`config.mk`:
```
export PLATFORM = sky130hd
export DESIGN_NAME = base_arealign_multi_flat
export DESIGN_NICKNAME = d
export VERILOG_FILES = /design/src/rtl/base_arealign_multi_if.sv /design/src/rtl/base_arealign_multi.sv /design/src/flat_wrapper.sv
export SDC_FILE = /design/constraint.sdc
export NUM_CORES = 1
export LEC_CHECK = 0
export CORE_AREA = 3 3 40 42
export CTS_BUF_LIST = sky130_fd_sc_hd__clkbuf_2 sky130_fd_sc_hd__clkbuf_4 sky130_fd_sc_hd__clkbuf_8
export DETAILED_ROUTE_END_ITERATION = 6
export DIE_AREA = 0 0 43 45
export PLACE_DENSITY = 0.81
export SYNTH_ARGS = -nofsm -noshare
export SYNTH_HDL_FRONTEND = slang
export SYNTH_SLANG_ARGS = --single-unit
```
`constraint.sdc`:
```
create_clock -name clk -period 3.33 [get_ports clk]
set_clock_uncertainty 0.2 [all_clocks]
set_input_delay 0.999 -clock clk [delete_from_list [all_inputs] [get_ports clk]]
set_output_delay 0.999 -clock clk [all_outputs]
set_load 0.005 [all_outputs]
```
`src/rtl/base_arealign_multi_if.sv`:
```
`default_nettype none
// ============================================================================
//  Module      : base_arealign_multi_if
//  Description : Handshake/data bundle for the advance/delayed re-aligner.
//                The upstream side uses i_*, the downstream side uses o_*.
//  Revision    : 1.0  initial release
// ============================================================================
interface base_arealign_multi_if #(
    parameter int ADV_WIDTH = 1,
    parameter int DEL_WIDTH = 1
);
    logic                 i_v;
    logic [ADV_WIDTH-1:0] i_d_adv;
    logic [DEL_WIDTH-1:0] i_d_del;
    logic                 i_r;
    logic                 o_v;
    logic [ADV_WIDTH-1:0] o_d_adv;
    logic [DEL_WIDTH-1:0] o_d_del;
    logic                 o_r;

    // Environment side: drives the upstream beat and the downstream ready.
    modport master (
        output i_v, i_d_adv, i_d_del, o_r,
        input  i_r, o_v, o_d_adv, o_d_del
    );

    // Re-aligner side.
    modport slave (
        input  i_v, i_d_adv, i_d_del, o_r,
        output i_r, o_v, o_d_adv, o_d_del
    );
endinterface
`default_nettype wire

```
`src/rtl/base_arealign_multi.sv`:
```
`default_nettype none
// ============================================================================
//  Module      : base_arealign_multi
//  Description : Re-aligns advance data (present on the accepting cycle) with
//                delayed data (arriving DEL_LAT cycles later) so both halves
//                leave together on the output handshake. Two circular FIFOs
//                of DEPTH entries; delayed data bypasses its FIFO when empty.
//  Revision    : 1.0  initial release
// ============================================================================
module base_arealign_multi #(
    parameter int ADV_WIDTH = 1,
    parameter int DEL_WIDTH = 1,
    parameter int DEL_LAT   = 1,
    parameter int DEPTH     = 2
) (
    input  wire logic           clk,
    input  wire logic           reset,
    base_arealign_multi_if.slave bus
);

    localparam int PW    = (DEPTH > 1) ? $clog2(DEPTH) : 1;
    localparam int CW    = $clog2(DEPTH + 1);
    // Storage rounded up to the pointer range so any pointer value indexes it.
    localparam int MEM_N = 1 << PW;
    localparam logic [PW-1:0] C_LAST  = PW'(DEPTH - 1);
    localparam logic [CW-1:0] C_DEPTH = CW'(DEPTH);

    logic [DEL_LAT-1:0]   del_sr_q, del_sr_d;
    logic [PW-1:0]        adv_wp_q, adv_wp_d, adv_rp_q, adv_rp_d;
    logic [PW-1:0]        del_wp_q, del_wp_d, del_rp_q, del_rp_d;
    logic [CW-1:0]        adv_cnt_q, adv_cnt_d, del_cnt_q, del_cnt_d;

    logic [ADV_WIDTH-1:0] adv_mem [MEM_N];
    logic [DEL_WIDTH-1:0] del_mem [MEM_N];

    logic w_adv_ne, w_del_ne, w_del_arr, w_i_r, w_o_v;
    logic w_din_act, w_dout_act, w_del_wr, w_del_rd;

    // Pointer advance with explicit wrap so DEPTH need not be a power of two.
    function automatic logic [PW-1:0] f_inc(input logic [PW-1:0] p);
        return (p == C_LAST) ? '0 : p + PW'(1);
    endfunction

    // Handshake events; i_r depends on registered state only.
    always_comb begin
        w_adv_ne   = (adv_cnt_q != '0);
        w_del_ne   = (del_cnt_q != '0);
        w_del_arr  = del_sr_q[DEL_LAT-1];
        w_i_r      = (adv_cnt_q < C_DEPTH);
        w_o_v      = w_adv_ne & (w_del_ne | w_del_arr);
        w_din_act  = bus.i_v & w_i_r;
        w_dout_act = w_o_v & bus.o_r;
        // Arriving delayed data skips the FIFO when it leaves this same cycle.
        w_del_wr   = w_del_arr & ~(~w_del_ne & w_dout_act);
        w_del_rd   = w_dout_act & w_del_ne;
    end

    assign bus.i_r     = w_i_r;
    assign bus.o_v     = w_o_v;
    assign bus.o_d_adv = adv_mem[adv_rp_q];
    assign bus.o_d_del = w_del_ne ? del_mem[del_rp_q] : bus.i_d_del;

    // Next-state for arrival shift register, pointers and occupancy counts.
    always_comb begin
        del_sr_d    = del_sr_q;
        del_sr_d[0] = w_din_act;
        for (int i = 1; i < DEL_LAT; i++) begin
            del_sr_d[i] = del_sr_q[i-1];
        end

        adv_wp_d  = w_din_act  ? f_inc(adv_wp_q) : adv_wp_q;
        adv_rp_d  = w_dout_act ? f_inc(adv_rp_q) : adv_rp_q;
        del_wp_d  = w_del_wr   ? f_inc(del_wp_q) : del_wp_q;
        del_rp_d  = w_del_rd   ? f_inc(del_rp_q) : del_rp_q;

        adv_cnt_d = adv_cnt_q;
        if (w_din_act && !w_dout_act) begin
            adv_cnt_d = adv_cnt_q + CW'(1);
        end else if (!w_din_act && w_dout_act) begin
            adv_cnt_d = adv_cnt_q - CW'(1);
        end

        del_cnt_d = del_cnt_q;
        if (w_del_wr && !w_del_rd) begin
            del_cnt_d = del_cnt_q + CW'(1);
        end else if (!w_del_wr && w_del_rd) begin
            del_cnt_d = del_cnt_q - CW'(1);
        end
    end

    // Control state; reset discards buffered and in-flight beats.
    always_ff @(posedge clk or posedge reset) begin
        if (reset) begin
            del_sr_q  <= '0;
            adv_wp_q  <= '0;
            adv_rp_q  <= '0;
            del_wp_q  <= '0;
            del_rp_q  <= '0;
            adv_cnt_q <= '0;
            del_cnt_q <= '0;
        end else begin
            del_sr_q  <= del_sr_d;
            adv_wp_q  <= adv_wp_d;
            adv_rp_q  <= adv_rp_d;
            del_wp_q  <= del_wp_d;
            del_rp_q  <= del_rp_d;
            adv_cnt_q <= adv_cnt_d;
            del_cnt_q <= del_cnt_d;
        end
    end

    // Data storage is not reset; contents only matter behind the counts.
    always_ff @(posedge clk) begin
        if (w_din_act) begin
            adv_mem[adv_wp_q] <= bus.i_d_adv;
        end
        if (w_del_wr) begin
            del_mem[del_wp_q] <= bus.i_d_del;
        end
    end

endmodule
`default_nettype wire

```
`src/flat_wrapper.sv`:
```
// flat-port wrapper written by rule: the top's interface ports become plain ports
module base_arealign_multi_flat 
#(
    parameter int ADV_WIDTH = 1,
    parameter int DEL_WIDTH = 1,
    parameter int DEL_LAT   = 1,
    parameter int DEPTH     = 2
)
  (clk, reset, bus_i_v, bus_i_d_adv, bus_i_d_del, bus_o_r, bus_i_r, bus_o_v, bus_o_d_adv, bus_o_d_del);
  base_arealign_multi_if #(.ADV_WIDTH(ADV_WIDTH), .DEL_WIDTH(DEL_WIDTH)) bus_i ();
  input  wire logic clk;
  input  wire logic reset;
  input wire logic [$bits(bus_i.i_v)-1:0] bus_i_v;
  input wire logic [$bits(bus_i.i_d_adv)-1:0] bus_i_d_adv;
  input wire logic [$bits(bus_i.i_d_del)-1:0] bus_i_d_del;
  input wire logic [$bits(bus_i.o_r)-1:0] bus_o_r;
  output wire logic [$bits(bus_i.i_r)-1:0] bus_i_r;
  output wire logic [$bits(bus_i.o_v)-1:0] bus_o_v;
  output wire logic [$bits(bus_i.o_d_adv)-1:0] bus_o_d_adv;
  output wire logic [$bits(bus_i.o_d_del)-1:0] bus_o_d_del;
  assign bus_i.i_v = bus_i_v;
  assign bus_i.i_d_adv = bus_i_d_adv;
  assign bus_i.i_d_del = bus_i_d_del;
  assign bus_i.o_r = bus_o_r;
  assign bus_i_r = bus_i.i_r;
  assign bus_o_v = bus_i.o_v;
  assign bus_o_d_adv = bus_i.o_d_adv;
  assign bus_o_d_del = bus_i.o_d_del;
  base_arealign_multi #(.ADV_WIDTH(ADV_WIDTH), .DEL_WIDTH(DEL_WIDTH), .DEL_LAT(DEL_LAT), .DEPTH(DEPTH)) u_core (.clk(clk), .reset(reset), .bus(bus_i));
endmodule
```
* After elaboration in Yosys (flattened, before gate mapping)
Memories as Yosys holds them, arrays and structs flattened. Cells that the tools add are included.
Storage, ports and cells: flip-flop bits (word level) 9, latch bits 0, bits in writable memories 4, ROM bits 0, input port bits 6, output and inout port bits 4, logic and storage cells 52, memories kept 2
Memory list:
- u_core.adv_mem | depth 2, width 1, rd ports 1, clocked after memory_dff 0, wr ports 1, line base_arealign_multi.sv:33 | logic [ADV_WIDTH-1:0] adv_mem [MEM_N];
- u_core.del_mem | depth 2, width 1, rd ports 1, clocked after memory_dff 0, wr ports 1, line base_arealign_multi.sv:34 | logic [DEL_WIDTH-1:0] del_mem [MEM_N];
Cells by class: add/sub/neg operators 8, multiply operators 0, divide/modulo/power cells 0, $lt $le $gt $ge 1, equal/unequal tests 0, shift operators 0, muxes and demuxes 13, bitwise gates (word level) 9, reduce and logical (&&, ||, !) cells 12
Operators with widths (count):
- two-way mux 1 bit | 9
- two-way mux 2 bit | 4
- nonzero test 2 bit | 4
- AND 1 bit | 6
- adder 1 bit (second input constant) | 4
- adder 2 x 1 -> 2 bit (second input constant) | 2
- logical AND 1 bit | 4
- zero test 1 bit | 4
- subtractor 2 x 1 -> 2 bit (second input constant) | 2
- less-than comparator 2 bit (second input constant) | 1
- NOT 1 bit | 2
- OR 1 bit | 1

* Depth between registers and ports, before layout
depth in word-level cells 11, depth in mapped cells 8, depth with buffers taken out 7

* Worst setup path before layout
No wires, ideal clock.
path kind input -> output, start point input bus_i_d_del, end point output bus_o_d_del, data arrival time 1.154 ns, data required time 2.131 ns, slack 0.977 ns, stages on the path 2, path buffers 0, cell sequence nor2_1 > a21oi_1
Between the ends: word-level cells in the longest chain between the ends 1
RTL lines:
- start: declaration | line flat_wrapper.sv:15 | input wire logic [$bits(bus_i.i_d_del)-1:0] bus_i_d_del;
- two-way mux 1 bit | line base_arealign_multi.sv:61 | assign bus.o_d_del = w_del_ne ? del_mem[del_rp_q] : bus.i_d_del;
- end: declaration | line flat_wrapper.sv:20 | output wire logic [$bits(bus_i.o_d_del)-1:0] bus_o_d_del;
Every way passes these cells.

* Final worst setup path
Ends and elaborated chain as after synthesis.

==> results.md <==
- The total count of max-transition violations in the final report came to 0.
- The clock passes through at most 2 buffers.
- The initial antenna violation count is 0.
- Data arrives at the worst endpoint at 1.93 ns.
- The run finished with clean final reports.
- For the pin with the worst max-slew slack, the measured transition is 0.351 ns.
- The share of synthesized area in the top cell type comes to 0.373.
- The distinct cell type count after synthesis is 20.
- Max-cap violations in this run came to 0.
- The tree is rooted in a clkbuf_4.
- The leftover overflow at the end of global routing is 0.
- The initial detailed-routing violation count is 1.
- In the final layout, the share of cells above drive strength 1 is 0.131.
- Dividing the final minimum period by the clock period gives 0.940.
- The total inserted antenna cells is 0.
- STA classifies the critical path endpoint as a primary output.
- The leakage power summed over all cells is roughly 0.32 nW.
- In this run the number of H-tree levels came out at 1.
- The wire length per cell after detailed routing is ~13 um.
- Compared with the post-synthesis result, the final layout area differs by 22.2%.
- The number of global-route vias before repair is 399.
- The largest vdd supply drop is 0.384 mV.
- The count of fill cells added during filler insertion is 120.
- The worst setup path is of the input pin to primary output kind.
- The tightest slew margin relative to the limit is 0.766.
- The post-CTS setup repair buffer count is 0.
- The floorplan step set the die width to 43 um.
- The final weighted congestion in routability-driven placement is ~0.61.
- The antenna violation net count after detailed routing is 0.
- The sink count of the clock tree is 13.
- The cell family contributing the most delay on the critical path is buffers and inverters.
- For this run, the register share of the synthesized area comes to 0.571.
- The final critical path time including I/O delays and setup is 3.13 ns.
- At the end of the flow the core is filled with cells to 0.574.
- Traced cell by cell, the critical path runs through clkdlybuf4s50_1 -> nor2_1 -> a21oi_1 -> dlygate4sd2_1.
- For this block, the routed nets add up to 974 um of wire.
- After clock tree synthesis, the flow added hold-fix buffers numbering 0.
- The pre-CTS setup slack is -0.0938 ns.
- The instance count of the mapped netlist is 48.
- The total of buffers placed on input and output ports is 9.
- The total number of yosys warnings is 0.
- The post-synth net total is 56.
- The die covers between 0.0015 and 0.002 mm2.
- For this block, the via count after detailed routing is 372.
- The pre-antenna-repair detailed-routing pass consisted of 2 iterations.
- For this run, the slowest stage of the critical path takes ~0.48 ns.
- The areal power density over the cells is 930 mW/mm2.
- For this run, the total global-route usage over all layers was measured as 0.124.
- The setup violation total in the final timing report is 0.
- The number of I/O pins is 10.
- The area of the mapped netlist is 604 um2.
- Setup repair after global routing left no endpoint under its margin.
- The area inside the core boundary is 0.00128 mm2.
- The cell type with the highest aggregate area in the netlist is dfrtp_1.
- TritonCTS built the clock tree.
- After clock tree synthesis, the clock-pin slew on the worst setup and hold paths is 0.08 ns.
- The standard cell with the maximum stage delay on the critical path is clkdlybuf4s50_1.
- The number of hold violations in the final report was 0.
- Together, buffers and inverters on the worst path number 2.
- The startpoint identified for the worst register-to-register timing path is u_core.del_cnt_q[0].
- In the post-synthesis netlist, the biggest area contributors are dfrtp_1 (37%), edfxtp_1 (20%), xnor2_1 (8.7%).
- At the later pin of the worst-skew pair, clock insertion delay measures 0.27 ns.
- The starting utilization of the core area is 0.470.
- After detailed routing, the number of remaining DRC violations is 0.
- The final setup slack of the worst path is a little under 0.2 ns.
- The min-delay analysis places its worst path in the category register to register.
- Counting the buffers created by CTS gives 3.
- In this run the most critical hold path is launched from u_core.del_cnt_q[1].
- The number of nets at the end of the flow is 70.
- The average vias per placed instance is 4.89.
- At the worst endpoint, the required time is 2.13 ns.
- The synthesized area divided by synthesized cell count is approximately 13 um2.
- The startpoint type of the worst setup path is an input pin.
- The flip-flop and latch count after synthesis is 13.
- The source of the critical timing path is bus_i_d_del.
- The number of standard-cell rows in the floorplan is 13.
- The first global-routing pass estimated 1.68 mm of wire.
- The peak fanout along the critical path is 2.
- The number of gates resized after CTS was 1.
- The flop-to-flop setup slack is 1.43 ns.
- Entering global routing, the biggest net connects 10 pins.
- The overall die height is 45 um.
- For this run, the top clock speed supported by timing is 319 MHz.
- The estimated wirelength of the detail-placed design is 743 um.
metal layers:
metal  part of all wire  wire (um)  GRT usage
met1               0.43        416      0.142
met2               0.51        501      0.198
met3              0.059         57     0.0717
met4                  0          0     0.0361
met5                  0          0          0
cells in the mapped netlist, drive strengths merged:
cell    count
inv         4
nor2        5
buf         1
o21ai       3
o22a        1
and2        1
nand2       1
edfxtp      4
ha          2
o21a        1
dfrtp       9
mux2i       1
mux2        1
xnor2       6
a21oi       1
nor2b       2
or2         1
xor2        4
state kept, by name, summed over array words and instances, names as in the netlist:
register / flops
u_core.adv_cnt_q: 2
u_core.adv_mem: 2
u_core.del_cnt_q: 2
u_core.del_mem: 2
u_core.adv_rp_q: 1
u_core.adv_wp_q: 1
u_core.del_rp_q: 1
u_core.del_sr_q: 1
u_core.del_wp_q: 1
through the flow:
step | hold slack [ns] | area, um2 | total power (W) | TNS (ns) | cells
floorplan | 0.234 | 604 | 0.000503 | 0 | 48
global placement | 0.248 | 709 | 0.000577 | -0.0000475 | 72
detailed placement | 0.259 | 709 | 0.000594 | -0.0938 | 72
CTS | 0.274 | 738 | 0.000697 | 0 | 76
global route | 0.286 | 738 | 0.000743 | 0 | 76
finish | 0.277 | 738 | 0.000687 | 0 | 76
worst reg2reg max path, stage by stage, from the launching register on:
cell and delay [ns]:
dfrtp_1 0.42, or2_1 0.35, o21ai_4 0.21, inv_1 0.06, ha_1 0.30, nor2_1 0.14
xor2_1 0.15
cells in the final DEF, fill, tap and decap left out:
cell type	count
xnor2_1	6
inv_1	4
o21ai_4	1
xor2_1	4
nand2_1	1
nor2b_1	2
or2_1	1
clkdlybuf4s50_1	8
mux2i_1	1
ha_1	2
dlygate4sd2_1	1
o21ai_2	1
mux2_2	1
buf_4	1
o21ai_1	1
edfxtp_1	4
o22a_1	1
o21a_1	1
dfrtp_1	9
a21oi_1	1
nor2_1	5
and2_1	1
clkbuf_4	4
path summary, 6_finish.rpt:
check	to	cells after the start
max in group asynchronous	u_core.adv_wp_q	2
max reg2reg	u_core.del_cnt_q[1]	6
min in group asynchronous	u_core.del_wp_q	2
min reg2reg	u_core.del_cnt_q[1]	1
max	bus_o_d_del	4
min	u_core.del_cnt_q[1]	1
where the power goes:
| part | switching (W) | leakage [nW] | internal, W |
|---|---|---|---|
| Combinational | 0.000125 | 0.157 | 0.000164 |
| Clock | 0.0000488 | 0.0184 | 0.0000546 |
| Sequential | 0.0000602 | 0.143 | 0.000234 |
| Total | 0.000234 | 0.319 | 0.000453 |
final cells by class:
class                      instances  area (um2)  share of cell area
clock buffer                       4        30.0              0.0407
inverter                           4        15.0              0.0203
multi-input combinational         30         233               0.315
sequential                        13         345               0.468
tap                               15        18.8              0.0254
timing repair buffer              10        96.3               0.131
cell families after synthesis:
group,count (synthesis),synth area share
simple gates,10,0.0787
fa+ha+maj,2,0.0414
compound gates,6,0.0849
buf+inv,5,0.0435
xor+xnor,10,0.145
flops,13,0.571
mux,2,0.0352
Power figures use the tool's default switching activity.
